--- config.mk ---
export PLATFORM = sky130hd
export DESIGN_NAME = fifo
export DESIGN_NICKNAME = d
export VERILOG_FILES = /design/src/rtl/fifo_pkg.sv /design/src/rtl/fifo_mem.sv /design/src/rtl/fifo.sv
export SDC_FILE = /design/constraint.sdc
export NUM_CORES = 1
export LEC_CHECK = 0
export CELL_PAD_IN_SITES_DETAIL_PLACEMENT = 1
export CELL_PAD_IN_SITES_GLOBAL_PLACEMENT = 2
export CORE_MARGIN = 2
export CORE_UTILIZATION = 30
export DETAILED_ROUTE_END_ITERATION = 10
export GPL_TIMING_DRIVEN = 0
export PLACE_DENSITY = 0.58
export SLEW_MARGIN = 20
export SYNTH_ARGS = -nofsm -noshare
export SYNTH_HDL_FRONTEND = slang
export SYNTH_HIERARCHICAL = 1
export SYNTH_SLANG_ARGS = --single-unit
--- constraint.sdc ---
create_clock -name clk -period 2.1 [get_ports clk]
set_input_delay 0.315 -clock clk [delete_from_list [all_inputs] [get_ports clk]]
set_output_delay 0.315 -clock clk [all_outputs]
set_load 0.05 [all_outputs]
--- src/rtl/fifo_pkg.sv ---
// Shared defaults and operation encoding for the synchronous FWFT FIFO.
package fifo_pkg;

  localparam int unsigned DEF_WIDTH = 32;
  localparam int unsigned DEF_DEPTH = 4;

  // Accepted-operation encoding for one clock edge: {push, pop}
  typedef enum logic [1:0] {
    OP_IDLE = 2'b00,
    OP_POP  = 2'b01,
    OP_PUSH = 2'b10,
    OP_BOTH = 2'b11
  } op_e;

  function automatic op_e decode_op(input logic push, input logic pop);
    return op_e'({push, pop});
  endfunction

endpackage

--- src/rtl/fifo_mem.sv ---
// FIFO storage: one synchronous write port, one asynchronous read port.
// Kept separate so an SRAM macro wrapper can replace it later.
module fifo_mem #(
  parameter int unsigned WIDTH = 32,
  parameter int unsigned DEPTH = 4,
  parameter int unsigned PTR_W = 2
) (
  input  logic             clk,
  input  logic             reset,
  input  logic             we,
  input  logic [PTR_W-1:0] waddr,
  input  logic [WIDTH-1:0] wdata,
  input  logic [PTR_W-1:0] raddr,
  output logic [WIDTH-1:0] rdata
);

  logic [WIDTH-1:0] mem [DEPTH];

  // Entries clear on reset so an empty FIFO presents zero on the read port
  always_ff @(posedge clk or negedge reset) begin
    if (!reset) begin
      for (int i = 0; i < int'(DEPTH); i++) begin
        mem[i] <= '0;
      end
    end else if (we) begin
      mem[waddr] <= wdata;
    end
  end

  assign rdata = mem[raddr];

endmodule

--- src/rtl/fifo.sv ---
// Single-clock synchronous FIFO with first-word-fall-through read.
// Flags decode from the registered occupancy count with no extra latency.
module fifo
  import fifo_pkg::*;
#(
  parameter int unsigned WIDTH = DEF_WIDTH,
  parameter int unsigned DEPTH = DEF_DEPTH
) (
  input  logic             clk,
  input  logic             reset,
  input  logic             w_valid,
  input  logic             r_ready,
  input  logic [WIDTH-1:0] data_in,
  output logic [WIDTH-1:0] data_out,
  output logic             fifo_full,
  output logic             fifo_empty
);

  localparam int unsigned PTR_W = (DEPTH > 2) ? $clog2(DEPTH) : 1;
  localparam int unsigned CNT_W = $clog2(DEPTH + 1);
  localparam logic [PTR_W-1:0] LAST_PTR = PTR_W'(DEPTH - 1);
  localparam logic [CNT_W-1:0] FULL_CNT = CNT_W'(DEPTH);

  logic [PTR_W-1:0] wr_ptr;
  logic [PTR_W-1:0] rd_ptr;
  logic [CNT_W-1:0] count;
  logic             push;
  logic             pop;
  op_e              op;

  // Explicit wrap keeps non-power-of-two depths exact
  function automatic logic [PTR_W-1:0] bump(input logic [PTR_W-1:0] p);
    return (p == LAST_PTR) ? '0 : p + PTR_W'(1);
  endfunction

  assign fifo_full  = (count == FULL_CNT);
  assign fifo_empty = (count == '0);
  assign push       = w_valid && !fifo_full;
  assign pop        = r_ready && !fifo_empty;
  assign op         = decode_op(push, pop);

  always_ff @(posedge clk or negedge reset) begin
    if (!reset) begin
      wr_ptr <= '0;
      rd_ptr <= '0;
      count  <= '0;
    end else begin
      if (push) wr_ptr <= bump(wr_ptr);
      if (pop)  rd_ptr <= bump(rd_ptr);
      unique case (op)
        OP_PUSH: count <= count + CNT_W'(1);
        OP_POP:  count <= count - CNT_W'(1);
        OP_IDLE,
        OP_BOTH: count <= count;
      endcase
    end
  end

  fifo_mem #(
    .WIDTH(WIDTH),
    .DEPTH(DEPTH),
    .PTR_W(PTR_W)
  ) u_mem (
    .clk  (clk),
    .reset(reset),
    .we   (push),
    .waddr(wr_ptr),
    .wdata(data_in),
    .raddr(rd_ptr),
    .rdata(data_out)
  );

endmodule

==> results.md <==
- Simple-gate share of the synthesized area: 1.65%
- Mean routed wirelength per cell: 18.6 um
- Final setup vio count: 32
- Number of library cell types mapped by synthesis: 21
- Root buf cell: clkbuf_16
- Initial antenna violation count: 0
- Routed WL: 13.5 mm
- Port bufs: 69
- First-pass GRT wire length: 20.9 mm
- Detailed Routing Iterations Pass 1: 4
- Leading cell type in the layout, fill and taps excluded: dfrtp_1
- Fmax: 463 MHz
- Cell Chain, Critical Path: buf_12, buf_12, mux4_2, buf_6
- Initial DRC count: 108
- Post-synthesis mux area share: 37.5%
- Most frequent cells in the layout: dfrtp_1 (134), mux2_2 (128), buf_6 (39), clkdlybuf4s50_1 (34), mux4_2 (32)
- Crit. End Element: primary output
- Die span in y: 144 um
- Crit-path slowest cell: mux4_2
- Slew HR: 66.1%
- Fill cell count: 1,957
- Top FF cell, synth: dfrtp_1
- #FFs+latches synth: 135
- Setup WS post-layout: -0.0588 ns
- Die Wd: 144 um
- DRC viols: 0
- Die ar.: 20,800 um^2
- Detail Placement HPWL: 8.50 mm
- Crit Path Category: reg -> out
- Pins Over Slew Limit: 0
- Clock Latency Late Sink: 0.41 ns
- Starting Density: 30.4%
- Critical-path maximum fanout: 8
- Gate count after technology mapping: 343
- CORE AREA: 19,400 um^2
- Min cycle time layout: 2.16 ns
- Fin. Hold Viols: 0
- WP data required: 1.78 ns
- Worst Clk Skew: 0.00837 ns
- Period utilization: 103%
- H-Tree Depth: 4
- Critical Path Start Type: flip-flop
- Global route overflow: 0
- Post-Syn Area per Cell: 17.2 um^2
- ANT nets after route: 0
- Vias in the first global route: 3,738
- Adder-cell area share of the yosys netlist: 0.975%
- CTS Buffer Depth: 2
- Measured slew at the worst slew-check pin: 0.508 ns
- CTS buffer count: 17
- CP peak stage delay: 0.54 ns
- Number of synthesized flops with an enable pin: 0
- Via density per instance: 4.64
- Num Clock Sinks: 135
- DR vias: 3,376
- Share of post-route cells with drive strength above 1: 58.7%
- Max-cap check violation count: 0
- Num rows: 51
- Antenna Cells: 0
- Ports: 70
- CP most frequent cell: buf_12
- Dpl ws: -0.610 ns
- Routability cong.: 0.677
- Synthesized Nets: 383
- Failing checks: setup timing
- Clock transition at path regs: 0.06 ns
- Register area share after synthesis: 57.2%
- Largest net degree at the start of global routing: 97
- Synth area leaders: dfrtp_1 (57%), mux2_2 (24%), mux4_2 (12%)
- Number of synthesis warnings: 6
- Final nets: 489
- Worst Path Arrival: 1.84 ns
- RSZ-0062 raised after global routing: yes
- Yosys top cell area share: 57.2%
- GRT Total Usage: 13.6%
- Area Growth Syn to Fin: 36.0%
- Post-synthesis xor/xnor area fraction: 0.445%
- Synthesized cell area: 5900 um^2
- Combinational family with the most area after synthesis: multiplexers
- CTS tree: done
- Outcome: finished, violations left
- Worst min-delay path class: in -> async
- Asr flop ratio synth: 100%
- Compound-gate portion of the synthesized area: 0.0848%
- Top cell type by total area after synthesis: dfrtp_1
## synth_stat cells (3+ instances only)
master   instances
mux4_2          32
buf_1            3
dfrtp_1        135
buf_2           10
buf_4            6
ha_1             3
inv_1            5
mux2_2         128
nor2_1           3
## registers in the layout, summed over array words and instances, names as in the netlist
signal and flops:
u_mem/mem 128, rd_ptr 2, wr_ptr 2, count 3
## metrics by stage
stage               setup TNS [ns]  hold WS [ns]  std cells  util (%)  area, um^2
finish                       -1.07         0.378        727      41.4        8030
global route                 -3.06         0.401        727      41.4        8030
CTS                          -2.23         0.370        712      40.4        7840
detailed placement          -22.53         0.227        678      36.3        7040
global placement           -657.24         0.468        677      36.1        7010
floorplan                    -2.93        0.0194        343         -        5980
## metal layers
layer | track usage (%) | up-vias | wire length [um]
li1 | - | 1489 | -
met1 | 18.5 | 1822 | 6410
met2 | 21.3 | 51 | 6470
met3 | 3.05 | 14 | 432
met4 | 5.06 | 0 | 200
met5 | 0 | - | 0
## worst max-delay path, delay by kind of cell (launching register included)
family	cells	cell delay (ns)
muxes	1	0.54
buffers and inverters	3	0.49
DFF	1	0.39
## area by class of cell
class | instances | area, um^2 | share of cell area (%)
flip-flops and latches | 135 | 3380 | 42.1
multi-input cells | 184 | 2440 | 30.4
repair buffers | 87 | 937 | 11.7
clock buffers | 22 | 484 | 6.03
well taps | 265 | 332 | 4.13
plain buffers | 19 | 223 | 2.77
clock inverters | 10 | 214 | 2.67
inverters | 5 | 18.8 | 0.234
## cell families after synthesis
| group | after synthesis |
|---|---|
| AO/OA/AOI/OAI | 1 |
| XOR/XNOR | 3 |
| adder cells (fa/ha/maj) | 4 |
| buffers and inverters | 24 |
| flip-flops | 135 |
| multiplexers | 164 |
| AND/OR/NAND/NOR | 12 |
## repair_timing
item / in CTS / in global routing
hold endpoints to repair: 39 / 0
pin swaps: 0 / 0
endpoints found under the setup margin: 64 / 81
gates resized for setup: 240 / 7
hold buffers: 1 / 0
setup buffers: 1 / 12
cloned: 0 / 3
## worst paths after layout
check                                                  end                       start  slack (ns)  cells after the start
worst max-delay path                          data_out[24]       rd_ptr[0]$_DFFE_PN0P_       -0.06                      4
worst min-delay path             u_mem/mem[69]$_DFFE_PN0P_                       reset        0.38                      2
worst max register to register   u_mem/mem[39]$_DFFE_PN0P_        count[1]$_DFFE_PN0N_        0.12                      7
worst min register to register  u_mem/mem[125]$_DFFE_PN0P_  u_mem/mem[125]$_DFFE_PN0P_        0.49                      1
max in group asynchronous       u_mem/mem[118]$_DFFE_PN0P_                       reset        0.93                      3
min in group clk                u_mem/mem[125]$_DFFE_PN0P_  u_mem/mem[125]$_DFFE_PN0P_        0.49                      1
Power is left out: the tool's default activity adds up to more than one toggle a clock period on the data nets, which glitch-free logic cannot reach.
